**config.mk**
```make
export PLATFORM = sky130hd
export DESIGN_NAME = agendador_rega
export DESIGN_NICKNAME = d
export VERILOG_FILES = /design/src/rtl/regador_pkg.sv /design/src/rtl/contador_planta.sv /design/src/rtl/agendador_rega.sv
export SDC_FILE = /design/constraint.sdc
export NUM_CORES = 1
export LEC_CHECK = 0
export BUFFER_PORTS_ARGS = -buffer_cell sky130_fd_sc_hd__buf_2
export CAP_MARGIN = 20
export CORE_MARGIN = 2
export CORE_UTILIZATION = 55
export DETAILED_ROUTE_END_ITERATION = 10
export PLACE_DENSITY = 0.73
export RECOVER_POWER = 100
export SYNTH_ARGS = -nofsm -noshare
export SYNTH_HDL_FRONTEND = slang
export SYNTH_SLANG_ARGS = --single-unit
```
**constraint.sdc**
```tcl
create_clock -name clk -period 2.6 [get_ports clk]
set_input_delay 0.13 -clock clk [delete_from_list [all_inputs] [get_ports clk]]
set_output_delay 0.13 -clock clk [all_outputs]
set_load 0.01 [all_outputs]
```
**src/rtl/regador_pkg.sv**
```systemverilog
// regador_pkg: shared constants, plant index type and FSM states for the watering scheduler
package regador_pkg;
  localparam int NUM_PLANTAS = 3;
  localparam int IDX_W = 2;
  typedef logic [IDX_W-1:0] idx_t;
  localparam idx_t NENHUMA = 2'd3;
  typedef enum logic [1:0] {OCIOSO, REGANDO, PAUSA} estado_t;
  localparam int T_REGA_DEF = 600;
  localparam int T_PAUSA_DEF = 120;
  function automatic idx_t proxima(input idx_t i);
    return (i == idx_t'(NUM_PLANTAS - 1)) ? '0 : i + 1'b1;
  endfunction
endpackage

```
**src/rtl/contador_planta.sv**
```systemverilog
// contador_planta: per-plant period/day counter with sticky pending flag; config beats day tick
module contador_planta (
  input  logic       clk,
  input  logic       rst,
  input  logic       tick_dia,
  input  logic       cfg_we,
  input  logic [3:0] cfg_periodo,
  input  logic       clr,
  output logic       pendente
);
  logic [3:0] periodo_q, periodo_d, contador_q, contador_d;
  logic pendente_q, pendente_d, ativa, vence;
  always_comb begin
    ativa = tick_dia && (periodo_q != '0);
    vence = ativa && (contador_q <= 4'd1);
    periodo_d = cfg_we ? cfg_periodo : periodo_q;
    contador_d = cfg_we ? cfg_periodo : vence ? periodo_q : ativa ? contador_q - 4'd1 : contador_q;
    pendente_d = cfg_we ? 1'b0 : vence ? 1'b1 : clr ? 1'b0 : pendente_q;
  end
  always_ff @(posedge clk) begin
    if (rst) begin
      periodo_q <= '0;
      contador_q <= '0;
      pendente_q <= 1'b0;
    end else begin
      periodo_q <= periodo_d;
      contador_q <= contador_d;
      pendente_q <= pendente_d;
    end
  end
  assign pendente = pendente_q;
endmodule

```
**src/rtl/agendador_rega.sv**
```systemverilog
// agendador_rega: round-robin watering scheduler, one pump at a time with a guard pause
module agendador_rega
  import regador_pkg::*;
#(
  parameter int T_REGA  = T_REGA_DEF,
  parameter int T_PAUSA = T_PAUSA_DEF
) (
  input  logic       clk,
  input  logic       rst,
  input  logic       tick_dia,
  input  logic       cfg_we,
  input  logic [1:0] cfg_planta,
  input  logic [3:0] cfg_periodo,
  output logic       pump1,
  output logic       pump2,
  output logic       pump3,
  output logic       ocupado,
  output logic [1:0] planta_ativa
);
  localparam int CW = $clog2((T_REGA > T_PAUSA ? T_REGA : T_PAUSA) + 1);
  estado_t estado_q, estado_d;
  logic [CW-1:0] cnt_q, cnt_d;
  idx_t sel_q, sel_d, ult_q, ult_d, planta_q, planta_d, c1, c2, escolha;
  logic [NUM_PLANTAS-1:0] pend, clr, pump_q, pump_d;
  logic ocupado_q, ocupado_d, aborta;
  for (genvar i = 0; i < NUM_PLANTAS; i++) begin : g_planta
    contador_planta u_planta (
      .clk(clk),
      .rst(rst),
      .tick_dia(tick_dia),
      .cfg_we(cfg_we && cfg_planta == idx_t'(i)),
      .cfg_periodo(cfg_periodo),
      .clr(clr[i]),
      .pendente(pend[i])
    );
  end
  always_comb begin
    c1 = proxima(ult_q);
    c2 = proxima(c1);
    escolha = pend[c1] ? c1 : pend[c2] ? c2 : ult_q;
    aborta = cfg_we && cfg_planta == sel_q && cfg_periodo == '0;
    estado_d = estado_q;
    cnt_d = cnt_q;
    sel_d = sel_q;
    ult_d = ult_q;
    clr = '0;
    case (estado_q)
      OCIOSO: if (|pend) begin
        estado_d = REGANDO;
        sel_d = escolha;
        ult_d = escolha;
        clr[escolha] = 1'b1;
        cnt_d = CW'(T_REGA - 1);
      end
      REGANDO: if (aborta || cnt_q == '0) begin
        estado_d = PAUSA;
        cnt_d = CW'(T_PAUSA - 1);
      end else cnt_d = cnt_q - 1'b1;
      PAUSA: if (cnt_q <= CW'(1)) begin
        estado_d = OCIOSO;
        cnt_d = '0;
      end else cnt_d = cnt_q - 1'b1;
      default: estado_d = OCIOSO;
    endcase
    // the idle grant cycle counts toward the pumps-off guard interval
    pump_d = (estado_d == REGANDO) ? NUM_PLANTAS'(1) << sel_d : '0;
    planta_d = (estado_d == REGANDO) ? sel_d : NENHUMA;
    ocupado_d = estado_d != OCIOSO;
  end
  always_ff @(posedge clk) begin
    if (rst) begin
      estado_q <= OCIOSO;
      cnt_q <= '0;
      sel_q <= '0;
      ult_q <= idx_t'(NUM_PLANTAS - 1);
      pump_q <= '0;
      ocupado_q <= 1'b0;
      planta_q <= NENHUMA;
    end else begin
      estado_q <= estado_d;
      cnt_q <= cnt_d;
      sel_q <= sel_d;
      ult_q <= ult_d;
      pump_q <= pump_d;
      ocupado_q <= ocupado_d;
      planta_q <= planta_d;
    end
  end
  assign {pump3, pump2, pump1} = pump_q;
  assign ocupado = ocupado_q;
  assign planta_ativa = planta_q;
endmodule

```
==> flow_metrics.tcl, run 1 <==
set metrics [dict create \
    layout_common_cells "49 x dfxtp_1, 36 x nand2_1, 26 x nor2_1" \
    cp_top_family "simple AND/OR/NAND/NOR gates" \
    holdCritStartpoint "cfg_periodo[3]" \
    area_growth_pct 4.26 \
    cts_made_buffers 5 \
    netlist_area_mm2 0.00273 \
    dr.first_iter.drc_count 119 \
    drv_cap 0 \
    fp-row-count 25 \
    fp.dieW_um 74.4 \
    crit_fanout 6 \
    r2r_slack_ns 0.44 \
    setup_violations 0 \
    n_antenna_cell 0 \
    initial_core_util 0.574 \
    grt_pass1_vias 2101 \
    syn_inst 315 \
    use_met1 0.277 \
    via_per_inst 5.82 \
    max_slew_margin 0.106 \
    fillers 456 \
    gr-total-overflow 0 \
    die_h_um 74.4 \
    post_cts.repair.setup_buffers 0 \
    cts_sinks 49 \
    drive_gt1_frac 0.102 \
    fin_crit_sh 0.832 \
    async_flop_share 0 \
    root_buffer "clkbuf_8" \
    yosys-top-cells-area "dfxtp_1 36%, ha_1 6.0%, nand2_1 5.0%, a21oi_1 4.4%, nor2_1 3.6%" \
    hold_depth 3 \
    yosysTopAreaCellShare 0.359 \
    dr.pass1.iters 4 \
    dieArea_mm2 0.00554 \
    antenna_found_initial 0 \
    avgSynthCellArea_um2 8.66 \
    cpPeakStageDelay_ns 0.57 \
    track_usage 0.217 \
    critPathLaunchType "flip-flop" \
    hpwl_um 3850 \
    leakagePower_nw 1.06 \
    fin_ws_ns 0.438 \
    status "completed" \
    path_depth 6 \
    synth_nets 338 \
    fmax_mhz 463 \
    io_pins 16 \
    met3_usage 0.0420 \
    placedCellCount 385 \
    synth-seq-cells 49 \
    vias 2282 \
    numPortBuffers 15 \
    total_power_mw 2.07 \
    yosys_warnings 0 \
    p_per_area_mw_per_mm2 727 \
    ys.flop_type "dfxtp_1" \
    crit_slowest_cell "o31ai_1" \
    ys_seq_area_frac 0.359 \
    setup_tns_ns 0 \
    cts.clk_slew.worst_paths_ns 0.08 \
    crit_path_end_kind "flip-flop" \
    final_common_cell "dfxtp_1" \
    worstHoldEndpoint "g_planta[0].u_planta.periodo_q[3]" \
    timing.final.hold_violations 0 \
    skew_ns 0.00452 \
    synth_cell_type_count 63 \
    crit_buf_inv 1 \
    path_cells "nor4_4, nand4_1, and3_2, o31ai_1, inv_2, and3_1" \
    cts_resized 0 \
    synth_top_area_cell "dfxtp_1" \
    holdCritPathClass "input pin to flip-flop" \
    wl_per_cell_um 13.9 \
    cts_max_level 2 \
    synth_edf_count 0 \
    grt_max_degree 45 \
    slew_violations 0 \
    vdd_ir_drop_max_mv 0.305 \
    ant_nets 0 \
    grt_pass1_wl_um 9430 \
    worst_ep_arrival_time_ns 2.36 \
    pre_cts_ws_ns 0.559 \
    insertion_delay_ns 0.30 \
    place_congestion 0.855 \
    r2r-start "cnt_q[5]" \
    drc 0 \
    stdcell_count 392 \
    cp.required_ns 2.80 \
    rsz0062_at_grt "no" \
    reg2regPathDepth 6 \
    cts_buffer_depth 2 \
    rr_endpoint "pump_q[1]" \
    nets 348 \
    post-route-min-period_ns 2.16 \
    core_area_mm2 0.00475 \
    worstMarginPinSlew_ns 1.32 \
    hold_slack_ns 0.144 \
    top_usage_layer "met2" \
    wirelength_um 5440 \
    cts_tree "yes" \
    ctsHoldBuffers 0 \
    path_class "flip-flop to flip-flop" \
    use_met2 0.372 \
]
[kinds of logic (layout without fill, tap and decap cells)]
group | after synthesis | count (layout) | share of synthesized area
flops | 49 | 49 | 0.359
buf+inv | 34 | 44 | 0.0477
mux | 5 | 5 | 0.0188
simple gates | 119 | 119 | 0.241
compound gates | 87 | 87 | 0.248
fa+ha+maj | 13 | 13 | 0.0596
xor+xnor | 8 | 8 | 0.0257
[layer usage]
metal  part of all wire  vias up  routed length, um
li1                   -     1167                  -
met1               0.47     1070               2540
met2               0.49       34               2640
met3              0.030       11                162
met4              0.017        0                 92
met5                  0        -                  0
[registers in the layout (all words and copies together) (netlist names), 2 cells and up]
register,cells
g_planta.u_planta.contador_q,12
g_planta.u_planta.periodo_q,12
cnt_q,10
g_planta.u_planta.pendente,3
pump_q,3
estado_q,2
planta_ativa,2
sel_q,2
ult_q,2
[worst min-delay path: stages]
cell	delay [ns]
buf_2	0.15
nand2_1	0.07
a21oi_1	0.05
[metrics by stage]
stage | instance area (um^2) | util
after floorplan | 2730 | -
final | 2850 | 0.598
after global placement | 2840 | 0.597
after global routing | 2850 | 0.598
after CTS | 2930 | 0.616
after detailed placement | 2840 | 0.597
[synth_stat cells (2+ instances only)]
master,n
a211o_1,4
a211oi_1,8
a21o_1,3
a21oi_1,24
a221oi_1,2
a221oi_2,3
a2bb2oi_1,3
a311oi_1,5
a31o_1,3
and3_1,2
and3_2,2
and3b_1,2
buf_2,2
clkbuf_1,10
dfxtp_1,49
ha_1,13
inv_1,21
mux2i_1,4
nand2_1,36
nand2b_1,5
nand3_1,5
nand3b_1,3
nand4_1,2
nor2_1,26
nor3_1,13
nor3_2,2
nor4_1,6
nor4_4,2
o21ai_0,6
o21ai_1,3
o221ai_1,3
o22ai_1,4
o41ai_2,2
or2_1,2
xnor2_1,7
[worst max path at each step]
stage                  start        end  slack [ns]
floorplan           cnt_q[0]  pump_q[1]        0.73
global placement    cnt_q[0]  pump_q[1]        0.59
detailed placement  cnt_q[0]    ocupado        0.56
CTS                 cnt_q[0]    ocupado        0.52
global route        cnt_q[5]  pump_q[1]        0.22
finish              cnt_q[5]  pump_q[1]        0.44
[cell type report]
cell class	count	area, um^2	share of cell area
Multi-Input combinational cell	232	1550	0.543
Timing Repair Buffer	15	66.3	0.0233
Sequential cell	49	981	0.345
Inverter	22	82.6	0.0290
Clock buffer	7	86.3	0.0303
Tap cell	67	83.8	0.0295
[power by group]
part | switching, mW | internal [mW] | leakage (nW)
Combinational | 0.408 | 0.293 | 0.614
Sequential | 0.0810 | 0.838 | 0.400
Clock | 0.236 | 0.211 | 0.0443
Note: power is estimated with default switching activity, not from simulation.
==> run 2: changes to the inputs <==
- ABC_AREA: unset -> 1
- PLACE_DENSITY: 0.73 -> 0.76
- clock period: 2.6 -> 1.85 ns (I/O delays scaled with it)
==> run 2 against run 1 <==
Compared with the run above: clock power grew 77%; worst hold slack lost 0.027 ns; maximum frequency grew 29%; sequential share of layout area shrank 1.8 points; clock-buffer cell count is the same; largest cell class unchanged; largest power group unchanged.
==> flow_metrics.tcl, run 2 <==
set metrics [dict create \
    status "completed" \
    synth_edf_count 0 \
    antenna_found_initial 0 \
    die_h_um 74.7 \
    final_common_cell "nand2_1" \
    rsz0062_at_grt "no" \
    cts.clk_slew.worst_paths_ns 0.10 \
    synth_common_cells "88 x nand2_1, 54 x inv_1, 49 x dfxtp_1" \
    cts_made_buffers 5 \
    dr.pass1.iters 4 \
    hold_slack_ns 0.117 \
    fp.dieW_um 74.7 \
    core_area_mm2 0.00475 \
    slew_violations 0 \
    grt_pass1_vias 2264 \
    synth_cell_type_count 34 \
    place_congestion 0.912 \
    cts_tree "yes" \
    pre_cts_ws_ns 0.140 \
    drc 0 \
    ys_seq_area_frac 0.357 \
    synth-seq-cells 49 \
    vdd_ir_drop_max_mv 0.705 \
    yosys_warnings 0 \
    setup_violations 0 \
    worstMarginPinSlew_ns 0.627 \
    nets 427 \
    holdCritPathClass "input pin to flip-flop" \
    dr.first_iter.drc_count 125 \
    grt_max_degree 17 \
    seq_area_um2 981 \
    gr-total-overflow 0 \
    worst_ep_arrival_time_ns 1.92 \
    multi_input_area_mm2 0.00153 \
    avgSynthCellArea_um2 7.15 \
    cts_sinks 49 \
    fp-row-count 25 \
    track_usage 0.221 \
    yosysTopAreaCellShare 0.357 \
    hpwl_um 4310 \
    ys.flop_type "dfxtp_1" \
    crit_path_end_kind "flip-flop" \
    cts_resized 0 \
    async_flop_share 0 \
    drv_cap 0 \
    yosys-top-cells-area "dfxtp_1 36%, nand2_1 12%, inv_1 7.4%, ha_1 5.9%, nor2_1 4.9%" \
    fmax_mhz 595 \
    vias 2486 \
    crit_fanout 7 \
    initial_core_util 0.577 \
    setup_tns_ns 0 \
    leakagePower_nw 1.27 \
    drive_gt1_frac 0.0988 \
    max_slew_margin 0.579 \
    synth_top_area_cell "dfxtp_1" \
    synth_most_common_cell "nand2_1" \
    reg_top3 "g_planta.u_planta.contador_q (12), g_planta.u_planta.periodo_q (12), cnt_q (10)" \
    syn_inst 384 \
    path_class "flip-flop to flip-flop" \
    io_pins 16 \
    n_antenna_cell 0 \
    cp.required_ns 2.09 \
    ant_nets 0 \
    cts_buffer_depth 2 \
    synth_nets 407 \
    cts_max_level 2 \
    root_buffer "clkbuf_8" \
    wirelength_um 5870 \
    p_per_area_mw_per_mm2 1100 \
    dieArea_mm2 0.00557 \
    layout_common_cells "88 x nand2_1, 54 x inv_1, 49 x dfxtp_1" \
    critPathLaunchType "flip-flop" \
    fin_crit_sh 0.909 \
    timing.final.hold_violations 0 \
    grt_pass1_wl_um 9690 \
    post_cts.repair.setup_buffers 0 \
    ctsHoldBuffers 0 \
    total_power_mw 3.29 \
    skew_ns 0.0101 \
    fin_ws_ns 0.169 \
    netlist_area_mm2 0.00275 \
    fillers 466 \
    via_per_inst 5.27 \
    final_core_util 0.632 \
    insertion_delay_ns 0.30 \
    numPortBuffers 15 \
    area_growth_pct 9.43 \
    wl_per_cell_um 12.4 \
    post-route-min-period_ns 1.68 \
]
-- run 2: changes by cell type in the layout (fill, tap and decap cells not counted), sizes merged, moves of 5 or more --
cell / previous run / this run
a221oi: 5 / 0
nor4: 9 / 1
a31oi: 1 / 6
inv: 22 / 56
nand2b: 5 / 0
nor3: 16 / 7
o211ai: 0 / 10
a211oi: 8 / 0
nand2: 36 / 89
nand3: 5 / 24
o21ai: 9 / 24
nor2: 26 / 43
a311oi: 5 / 0
-- run 2: power breakdown --
part | switching (mW) | internal, mW | leakage [nW] | total (mW)
clock | 0.354 | 0.441 | 0.0585 | 0.795
combinational | 0.743 | 0.438 | 0.814 | 1.18
sequential | 0.119 | 1.19 | 0.400 | 1.31
total | 1.22 | 2.07 | 1.27 | 3.29
-- run 2: worst max-delay path, cell delays in order (launching register included) --
cell and delay, ns:
dfxtp_1 0.36, inv_1 0.10, ha_2 0.23, o21ai_2 0.18
o21ai_4 0.10, nand2_2 0.13, nand2_1 0.13, a21oi_4 0.19
nand3_2 0.12, nor2_2 0.09
-- run 2: cells by family after synthesis --
| group | Yosys count | share of synthesized area |
|---|---|---|
| AOI/OAI and AO/OA | 77 | 0.179 |
| xor gates and xnor gates | 9 | 0.0287 |
| adders and majority gates | 13 | 0.0593 |
| buffers and inverters | 62 | 0.0848 |
| DFF | 49 | 0.357 |
| and+or+nand+nor | 174 | 0.291 |
-- run 2: final cells by class --
class | count | area share
multi-input combinational | 273 | 0.508
sequential | 49 | 0.327
inverter | 58 | 0.0725
clock buffer | 7 | 0.0287
tap | 67 | 0.0279
timing repair buffer | 17 | 0.0262
clock inverter | 1 | 0.0100
-- run 2: worst paths after layout --
path,start,endpoint,slack (ns),depth (start not counted)
min reg2reg,g_planta[0].u_planta.periodo_q[3],g_planta[0].u_planta.periodo_q[3],0.49,2
min,cfg_periodo[2],g_planta[0].u_planta.periodo_q[2],0.12,3
max,cnt_q[0],pump_q[1],0.17,9
max reg2reg,cnt_q[0],pump_q[1],0.17,9
-- run 2: layer usage --
metal / vias up / global-route usage / share of wire
met5: - / 0 / 0
met4: 0 / 0.0694 / 0.014
met3: 8 / 0.0321 / 0.036
met2: 48 / 0.382 / 0.47
met1: 1144 / 0.286 / 0.48
li1: 1286 / - / -
-- run 2: stage by stage --
step | cells | cell area, um^2
floorplan | 384 | 2750
finish | 472 | 3000
detailed placement | 464 | 2900
CTS | 472 | 3020
global placement | 464 | 2900
global route | 472 | 3000
==> run 3: changes to the inputs <==
- CAP_MARGIN: 20 -> 10
- SETUP_SLACK_MARGIN: unset -> 0.5
==> run 3 against run 2 <==
Compared with the run above: first-iteration DRC count is 90% higher; non-clock buffer count is 23 higher; power is 21% higher; setup slack better by 0.077 ns; clock power is 3.0% higher; largest power group is now combinational cells.
==> flow_metrics.tcl, run 3 (synthesis gave the netlist of run 2 again) <==
set metrics [dict create \
    status "completed" \
    cts_tree "yes" \
    path_class "flip-flop to flip-flop" \
    grt_pass1_vias 2407 \
    track_usage 0.250 \
    dr.first_iter.drc_count 237 \
    fp-row-count 25 \
    nets 450 \
    worst_ep_arrival_time_ns 1.86 \
    cts_made_buffers 5 \
    final_common_cell "nand2_1" \
    stdcell_count 495 \
    via_per_inst 5.40 \
    die_h_um 74.7 \
    worstMarginPinSlew_ns 0.812 \
    insertion_delay_ns 0.31 \
    wl_per_cell_um 14.5 \
    grt_max_degree 27 \
    hold_depth 3 \
    cts_sinks 49 \
    r2r-start "cnt_q[0]" \
    area_growth_pct 30.3 \
    n_antenna_cell 0 \
    holdCritStartpoint "cfg_periodo[2]" \
    critPathLaunchType "flip-flop" \
    cts.clk_slew.worst_paths_ns 0.10 \
    drc 0 \
    vias 2671 \
    crit_start "cnt_q[0]" \
    cts_buffer_depth 2 \
    drv_cap 0 \
    setup_tns_ns 0 \
    place_congestion 0.924 \
    p_per_area_mw_per_mm2 1110 \
    fmax_mhz 624 \
    leakagePower_nw 1.46 \
    dieArea_mm2 0.00557 \
    slew_violations 0 \
    placedCellCount 463 \
    fillers 352 \
    root_buffer "clkbuf_8" \
    cp.required_ns 2.10 \
    max_slew_margin 0.455 \
    layout_common_cells "76 x nand2_1, 34 x inv_1, 32 x dfxtp_1" \
    hold_slack_ns 0.100 \
    reg2regPathDepth 10 \
    ant_nets 0 \
    core_area_mm2 0.00475 \
    drive_gt1_frac 0.348 \
    holdCritPathClass "input pin to flip-flop" \
    crit_fanout 4 \
    antenna_found_initial 0 \
    setup_violations 0 \
    crit_path_end_kind "flip-flop" \
    fin_crit_sh 0.867 \
    io_pins 16 \
    initial_core_util 0.577 \
    dr.pass1.iters 4 \
    timing.final.hold_violations 0 \
    rsz0062_at_grt "yes" \
    pre_cts_ws_ns 0.228 \
    grt_pass1_wl_um 10800 \
    vdd_ir_drop_max_mv 0.783 \
    hpwl_um 4180 \
    cts_max_level 2 \
    fin_ws_ns 0.246 \
    reg_top3 "g_planta.u_planta.contador_q (12), g_planta.u_planta.periodo_q (12), cnt_q (10)" \
    numPortBuffers 15 \
    fp.dieW_um 74.7 \
    wirelength_um 7180 \
    post-route-min-period_ns 1.60 \
    gr-total-overflow 0 \
    skew_ns 0.0117 \
]
[run 3: cell types whose count changed in the layout (fill, tap and decap cells not counted), moves of 8 or more]
| cell | previous run | this run |
|---|---|---|
| inv_1 | 54 | 34 |
| o21ai_0 | 22 | 13 |
| buf_4 | 2 | 22 |
| nand2_1 | 88 | 76 |
| dfxtp_2 | 0 | 10 |
| ha_1 | 12 | 2 |
| nor2_1 | 37 | 28 |
| ha_4 | 0 | 8 |
| inv_2 | 2 | 15 |
| nor2_4 | 1 | 9 |
| nand2_2 | 1 | 9 |
| dfxtp_1 | 49 | 32 |
[run 3: path summary, 6_finish.rpt]
| path | endpoint | slack, ns |
|---|---|---|
| worst max-delay path | pump_q[1] | 0.25 |
| worst min-delay path | g_planta[2].u_planta.periodo_q[2] | 0.10 |
| worst max register to register | pump_q[1] | 0.25 |
| worst min register to register | g_planta[0].u_planta.periodo_q[3] | 0.49 |
[run 3: what timing repair did]
item,in CTS,in global routing
pin swaps,24,26
hold endpoints to repair,0,0
setup endpoints to repair,34,37
resized for setup,59,67
buffers inserted,16,8
hold buffers,0,0
[run 3: metrics by stage]
step                utilization  instance area [um^2]  power [mW]
finish                    0.752                  3580        3.98
global route              0.752                  3580        4.22
CTS                       0.704                  3350        3.72
detailed placement        0.619                  2950        2.54
global placement          0.619                  2950        2.53
floorplan                     -                  2790        2.31
[run 3: area by class of cell]
cell class                      count  area, um^2  area share
Clock buffer                        6        82.6      0.0231
Clock inverter                      2        37.5      0.0105
Inverter                           58         240      0.0672
Multi-Input combinational cell    273        1850       0.517
Sequential cell                    49        1020       0.285
Tap cell                           67        83.8      0.0234
Timing Repair Buffer               40         265      0.0742
[run 3: per-layer routing]
| metal | part of all wire | up-vias | track usage |
|---|---|---|---|
| met5 | 0 | - | 0 |
| met4 | 0.012 | 0 | 0.0833 |
| met3 | 0.054 | 11 | 0.0469 |
| met2 | 0.51 | 82 | 0.418 |
| met1 | 0.43 | 1238 | 0.327 |
| li1 | - | 1340 | - |
[run 3: where the power goes]
group          switching (mW)  internal (mW)  total [mW]
registers               0.160           1.20        1.37
logic                    1.03          0.772        1.80
clock network           0.379          0.440       0.819
total                    1.56           2.42        3.98
[run 3: worst max-delay path, stage by stage (launching register included)]
cell     delay (ns)
dfxtp_1        0.40
inv_4          0.07
ha_4           0.15
nor3b_2        0.14
nand2_1        0.08
nand2_2        0.08
nand2_2        0.11
nand2_4        0.07
a21oi_4        0.18
nand3_2        0.14
nor2_2         0.12
